--- src/rtl/mem_stage_p.sv ---
// Memory stage for the omicron pipeline: synchronous data RAM, extended branch decode and aligned output registers.
// Optional upper-address range checking is enabled by defining MEM_STAGE_ADDR_CHECK_EN.
module mem_stage_p #(
   parameter int DATA_W = 16,
   parameter int ADDR_W = 7,
   parameter int RA_W   = 3
) (
   input  logic              clk_n,
   input  logic              rst,
   input  logic              ex_valid,
   input  logic              stall,
   input  logic [DATA_W-1:0] ex_alu_result,
   input  logic [DATA_W-1:0] ex_register2_data,
   input  logic [RA_W-1:0]   ex_reg_waddr,
   input  logic              cu_dm_wea,
   input  logic              cu_dm_rea,
   input  logic [2:0]        cu_branch,
   input  logic              ex_alu_z,
   input  logic              ex_alu_n,
   output logic              m_valid,
   output logic [DATA_W-1:0] m_alu_result,
   output logic [DATA_W-1:0] m_dm_dout,
   output logic [RA_W-1:0]   m_reg_waddr,
   output logic              m_load,
   output logic              m_branch_en,
   output logic              m_addr_err
);

   localparam int DEPTH = 1 << ADDR_W;

   localparam logic [2:0] BR_DBR = 3'b000;
   localparam logic [2:0] BR_BEQ = 3'b001;
   localparam logic [2:0] BR_BNE = 3'b010;
   localparam logic [2:0] BR_JMP = 3'b011;
   localparam logic [2:0] BR_BLT = 3'b100;
   localparam logic [2:0] BR_BGE = 3'b101;
   localparam logic [2:0] BR_BLE = 3'b110;
   localparam logic [2:0] BR_BGT = 3'b111;

   function automatic logic branch_decode(input logic [2:0] code, input logic z, input logic n);
      logic taken;
      case (code)
         BR_DBR:  taken = 1'b0;
         BR_BEQ:  taken = z;
         BR_BNE:  taken = ~z;
         BR_JMP:  taken = 1'b1;
         BR_BLT:  taken = n;
         BR_BGE:  taken = ~n;
         BR_BLE:  taken = z | n;
         BR_BGT:  taken = ~z & ~n;
         default: taken = 1'b0;
      endcase
      return taken;
   endfunction

   logic [DATA_W-1:0] mem_r [0:DEPTH-1];

   logic              accept_s;
   logic [ADDR_W-1:0] addr_s;
   logic              err_s;
   logic              store_s;
   logic              load_s;
   logic              branch_s;

   logic              valid_r;
   logic [DATA_W-1:0] alu_result_r;
   logic [DATA_W-1:0] dm_dout_r;
   logic [RA_W-1:0]   reg_waddr_r;
   logic              load_r;
   logic              branch_en_r;

   assign accept_s = ex_valid & ~stall;
   assign addr_s   = ex_alu_result[ADDR_W-1:0];

   // Range check on the address bits above the RAM index; constant 0 when there are none or the check is off.
   generate
`ifdef MEM_STAGE_ADDR_CHECK_EN
      if (DATA_W > ADDR_W) begin : g_addr_chk
         assign err_s = |ex_alu_result[DATA_W-1:ADDR_W];
      end else begin : g_addr_nochk
         assign err_s = 1'b0;
      end
`else
      if (DATA_W > ADDR_W) begin : g_addr_wrap
         logic unused_upper_s;
         assign unused_upper_s = &{1'b0, ex_alu_result[DATA_W-1:ADDR_W]};
      end
      assign err_s = 1'b0;
`endif
   endgenerate

   // A simultaneous store and load acts as a store only.
   assign store_s  = accept_s & cu_dm_wea & ~err_s;
   assign load_s   = accept_s & cu_dm_rea & ~cu_dm_wea;
   assign branch_s = branch_decode(cu_branch, ex_alu_z, ex_alu_n);

   // Data RAM write port; contents are never reset and a reset cycle blocks the write.
   always_ff @(posedge clk_n) begin
      if (!rst && store_s) begin
         mem_r[addr_s] <= ex_register2_data;
      end
   end

   // Output registers; dm_dout_r doubles as the hold register so stalls are immune to later RAM writes.
   always_ff @(posedge clk_n) begin
      if (rst) begin
         valid_r      <= 1'b0;
         alu_result_r <= {DATA_W{1'b0}};
         dm_dout_r    <= {DATA_W{1'b0}};
         reg_waddr_r  <= {RA_W{1'b0}};
         load_r       <= 1'b0;
         branch_en_r  <= 1'b0;
      end else if (stall) begin
         valid_r      <= valid_r;
         alu_result_r <= alu_result_r;
         dm_dout_r    <= dm_dout_r;
         reg_waddr_r  <= reg_waddr_r;
         load_r       <= load_r;
         branch_en_r  <= branch_en_r;
      end else if (ex_valid) begin
         valid_r      <= 1'b1;
         alu_result_r <= ex_alu_result;
         reg_waddr_r  <= ex_reg_waddr;
         load_r       <= load_s;
         branch_en_r  <= branch_s;
         if (load_s) begin
            dm_dout_r <= err_s ? {DATA_W{1'b0}} : mem_r[addr_s];
         end else begin
            dm_dout_r <= dm_dout_r;
         end
      end else begin
         valid_r      <= 1'b0;
         alu_result_r <= alu_result_r;
         dm_dout_r    <= dm_dout_r;
         reg_waddr_r  <= reg_waddr_r;
         load_r       <= 1'b0;
         branch_en_r  <= 1'b0;
      end
   end

`ifdef MEM_STAGE_ADDR_CHECK_EN
   logic addr_err_r;

   // Error flag travels with its instruction, cleared by bubbles and reset.
   always_ff @(posedge clk_n) begin
      if (rst) begin
         addr_err_r <= 1'b0;
      end else if (stall) begin
         addr_err_r <= addr_err_r;
      end else if (ex_valid) begin
         addr_err_r <= err_s;
      end else begin
         addr_err_r <= 1'b0;
      end
   end

   assign m_addr_err = addr_err_r;
`else
   assign m_addr_err = 1'b0;
`endif

   assign m_valid      = valid_r;
   assign m_alu_result = alu_result_r;
   assign m_dm_dout    = dm_dout_r;
   assign m_reg_waddr  = reg_waddr_r;
   assign m_load       = load_r;
   assign m_branch_en  = branch_en_r;

endmodule

--- config.mk ---
export PLATFORM = sky130hd
export DESIGN_NAME = mem_stage_p
export DESIGN_NICKNAME = d
export VERILOG_FILES = /design/src/rtl/mem_stage_p.sv
export SDC_FILE = /design/constraint.sdc
export NUM_CORES = 2
export LEC_CHECK = 0
export CAP_MARGIN = 20
export CELL_PAD_IN_SITES_DETAIL_PLACEMENT = 0
export CELL_PAD_IN_SITES_GLOBAL_PLACEMENT = 1
export CORE_MARGIN = 3
export CORE_UTILIZATION = 35
export CTS_CLUSTER_SIZE = 14
export DETAILED_ROUTE_END_ITERATION = 10
export PLACE_DENSITY_LB_ADDON = 0.1
export SETUP_SLACK_MARGIN = 0.05
export SLEW_MARGIN = 10
export SYNTH_ARGS = -nofsm -noshare
export SYNTH_HDL_FRONTEND = slang
export SYNTH_SLANG_ARGS = --single-unit
--- constraint.sdc ---
create_clock -name clk_n -period 9.1 [get_ports clk_n]
set_input_delay 2.73 -clock clk_n [delete_from_list [all_inputs] [get_ports clk_n]]
set_output_delay 2.73 -clock clk_n [all_outputs]
set_load 0.02 [all_outputs]
# == Yosys cells after proc, flatten, opt, wreduce, memory -nomap -nowiden ==
# Memory sizes are Yosys's and may differ from the RTL's. A register that Yosys moved wholly into a read port is not among the register bits.
# Index checks and enable logic that the tools add are counted.
# word_totals
output_inout_bits,39
word_cells,34
mem_count,1
mem_bits_rw,2048
register_bits,22
# classes
reduce_logical,5
eq_ne,7
n_bitwise,10
mux,6
# memory_table
memory,words,width,rd,rd_ports_with_merged_regs,wr,line,source
mem_r,128,16,1,1,1,56,logic [DATA_W-1:0] mem_r [0:DEPTH-1];
# op_table
operator,n
$eq A3 B3 Y1 const B,4
$pmux W1 S8,1
$eq A3 B2 Y1 const B,2
$and A1 B1 Y1,5
$mux W1,5
$not A1 Y1,4
$eq A3 B1 Y1 const B,1
$logic_not A3 Y1,1
$reduce_and A3 Y1,1
$reduce_and A2 Y1,1
$logic_and A1 B1 Y1,1
$logic_not A1 Y1,1
$or A1 B1 Y1,1

# == Logic depth before layout (Yosys ltp) ==
# depth
depth_word,6
mapped_depth,11
ltp_nobuf,6

# == Worst setup path before layout ==
# Ideal clock, no wire load.
# synth_timing
kind,in2reg
start,in ex_alu_result[3]
end,mem mem_r[80][0] (enable)
t_required_ps,8691
t_arrival_ps,5020
setup_slack_ps,3670
path_buffers,3
stages,6
path_cell_list,clkbuf_1 > nor2b_1 > clkbuf_1 > clkbuf_1 > nand3_1 > nor3_1
# synth_rtl
element,line,source
start: declaration,12,"input logic [DATA_W-1:0] ex_alu_result,"
end: declaration,56,
# Straight into the memory's write port.

==> impl_metrics.ini <==
[clocking]
clk_pin_slew_worst_paths_ns = 0.06
cts_resized = 0
cts.sink_count = 2086
cts_buffers = 224
insertion_delay_ns = 0.85
cts_tree = built
cts-hold-fix-buffers = 0
root_buffer = clkbuf_16
clock_path_buffers = 3
htree_levels = 4
cts_setup_buffers = 0

[sta]
tns_ns = 0
tightest_slew_ns = 1.232
skew_ns = 0.02978
slew_viol_final = 0
rsz0062_at_grt = false
max_slew_margin = 0.1726
finalCriticalPeriod_ns = 6.378
fmax_mhz = 156.8
period_share = 0.7009
setup_viol = 0
hold_viol_final = 0

[status]
status = complete, no violations

[cells_and_area]
nFillCells = 20660
ff_latch_area_um2 = 62260
drive_gt1_frac = 0.1528
layout.nets = 4722
area_growth_pct = 14.96
multi_input_area_um2 = 16720

[global_route]
grt_pass1_wl_mm = 351.6
grt_max_degree = 115
use_met2 = 0.3446
overflow = 0
antenna_found_initial = 16
grt_most_used_layer = met2
track_usage = 0.2107
met3_usage = 0.02927
grt_pass1_vias = 42800
grtUsageMet1 = 0.2980

[setup_path]
path_max_fanout = 50
cpMostUsedCell = buf_4
endpoint_kind = flip-flop
critPathMaxStageDelay_ns = 1.03
critPathTopFamily = buffers and inverters
arrival_ns = 7.06
cp-start-kind = input port
cpMaxStageDelayCell = nor3_1
path_class = input port to flip-flop
critical_path_buf_inv_count = 3
path_cells = buf_8 -> buf_4 -> buf_4 -> mux2i_1 -> o22ai_1 -> o21ai_0 -> a41oi_1 -> nor3_1 -> a311oi_1
cp.required_ns = 9.78

[yosys]
yosysUniqueCellTypes = 63
synth-seq-cells = 2086
synthCells = 4445
synth.net_count = 4491
yosysTopAreaCell = edfxtp_1
yosys_most_used_dff = edfxtp_1
yosys_warnings = 0
synthArstFlopShare = 0
yosysSeqAreaShare = 0.7729
syn_area_um2 = 80550
syn_avg_cell_area_um2 = 18.12
synth_edf_count = 2048
yosys-top-cells-area = edfxtp_1 (76%), mux2i_1 (7.8%), mux4_2 (2.5%)
synth_top_cell_area_share = 0.7635

[placement]
dp_hpwl_mm = 152.3
port-buffer-count = 83
place_congestion = 0.8027

[die]
die_w_um = 485.7
ios = 85
die_area_um2 = 235900
start_util = 0.3530
core-area_um2 = 228200
rows = 175
die_y_um = 485.7

[power_and_ir_drop]
p_per_area_nw_per_um2 = 221.4
p_total_mw = 20.50
peakVddDrop_mv = 0.1568
p_leak_nw = 30.03

[route]
post_drt_wl_per_cell_um = 32.08
ant_nets = 0
dr.first_iter.drc_count = 3851
num_vias = 42970
wl_mm = 252.5
vias_per_cell = 5.461
dr.pass1.iters = 5
drc = 0

[min_path]
hold_class = flip-flop to flip-flop

[run]
cap_violations = 0
==> Yosys cell counts, types with 4 or more instances <==
master / instances
o211ai_1: 5
nor2_1: 237
mux2i_1: 628
a41oi_1: 17
nor3_1: 14
buf_1: 31
nor2b_1: 11
o2bb2ai_1: 10
nand4_1: 7
o21bai_1: 4
mux4_2: 90
nand2b_1: 12
a41o_1: 17
buf_2: 78
a211oi_1: 5
a221o_1: 4
and2_1: 7
o22a_1: 4
a221oi_1: 214
o31a_1: 4
edfxtp_1: 2048
nand2_1: 123
clkbuf_1: 85
nand3_1: 16
o21ai_0: 190
a311oi_1: 11
a21boi_0: 4
mux2_2: 11
o21ai_1: 5
a22o_1: 8
buf_6: 55
a32oi_1: 4
o22ai_1: 303
a21oi_1: 35
buf_4: 46
a211o_1: 4
o2111ai_1: 6
dfxtp_1: 38
a22oi_1: 11
a31oi_1: 8
==> metal layers <==
layer | part of all wire | up-vias | wire (um)
li1 | - | 18680 | -
met1 | 0.45 | 22840 | 113400
met2 | 0.48 | 1154 | 121100
met3 | 0.048 | 298 | 12140
met4 | 0.023 | 0 | 5858
met5 | 0 | - | 0
==> layout make-up <==
| type | instances | share of cell area |
|---|---|---|
| Antenna cell | 4 | 0.0001081 |
| Clock buffer | 281 | 0.06409 |
| Clock inverter | 125 | 0.01216 |
| Inverter | 4 | 0.0002027 |
| Multi-Input combinational cell | 2056 | 0.1806 |
| Sequential cell | 2086 | 0.6724 |
| Tap cell | 3009 | 0.04066 |
| Timing Repair Buffer | 304 | 0.02982 |
==> stage by stage <==
stage	area (um2)	cells	worst slack [ns]	util	hold slack [ns]
final	92600	7869	2.722	0.4059	0.4522
after global routing	92590	7866	2.637	0.4058	0.4683
after global placement	85190	7438	1.765	0.3734	0.4428
after CTS	92480	7858	2.686	0.4053	0.4559
after floorplan	80550	4445	3.670	-	0.5345
after detailed placement	85420	7452	1.765	0.3744	0.4471
==> cells by family (layout without fill, tap and decap cells) <==
group / Yosys count / count (layout) / share of synthesized area
buffers and inverters: 303 / 714 / 0.02335
multiplexers: 730 / 730 / 0.1049
AO/OA/AOI/OAI: 890 / 890 / 0.07644
other: 1 / 5 / 0.00004656
AND/OR/NAND/NOR: 435 / 435 / 0.02231
flip-flops: 2086 / 2086 / 0.7729
==> report_power, final <==
part	internal (mW)	switching [mW]
registers	10.6	0.0101
clock network	5.10	3.77
logic	0.298	0.773
==> worst min-delay path: stages (launching register included) <==
cell,delay [ns]
dfxtp_1,0.31
nand2_1,0.05
a21oi_1,0.05
==> flip-flops by register name (all words and copies together), names as in the netlist <==
register and count:
mem_r 2048, m_alu_result 16, m_dm_dout 16, m_reg_waddr 3, m_branch_en 1, m_load 1, m_valid 1
==> cells in the final DEF (no fill, tap or decap), drive strengths merged, types with 6 or more instances in the layout <==
cell type	synthesis	layout
o22ai	303	303
a22o	8	8
inv	4	9
nor2	238	238
a311oi	11	11
mux2i	628	628
clkbuf	85	281
a41o	17	17
clkdlybuf4s50	0	63
mux4	90	90
a22oi	11	11
clkinv	0	100
a41oi	17	17
o2111ai	6	6
nand3	16	16
dfxtp	38	38
and2	7	7
bufinv	0	18
buf	214	241
a31oi	8	8
o2bb2ai	10	10
a21oi	35	35
a221oi	217	217
mux2	12	12
o21ai	195	195
nand2b	12	12
nor2b	11	11
edfxtp	2048	2048
nand2	124	124
nor3	14	14
nand4	7	7
==> worst paths after layout <==
path / cells past startpoint / end / startpoint / slack (ns)
hold reg to reg: 2 / m_alu_result[6] / m_alu_result[6] / 0.45
hold / removal: 2 / m_alu_result[6] / m_alu_result[6] / 0.45
setup / recovery: 9 / m_dm_dout[0] / ex_alu_result[0] / 2.72
setup reg to reg: 6 / m_dm_dout[9] / mem_r[77][9] / 6.06
No activity file was read; power rests on OpenSTA's default activity.
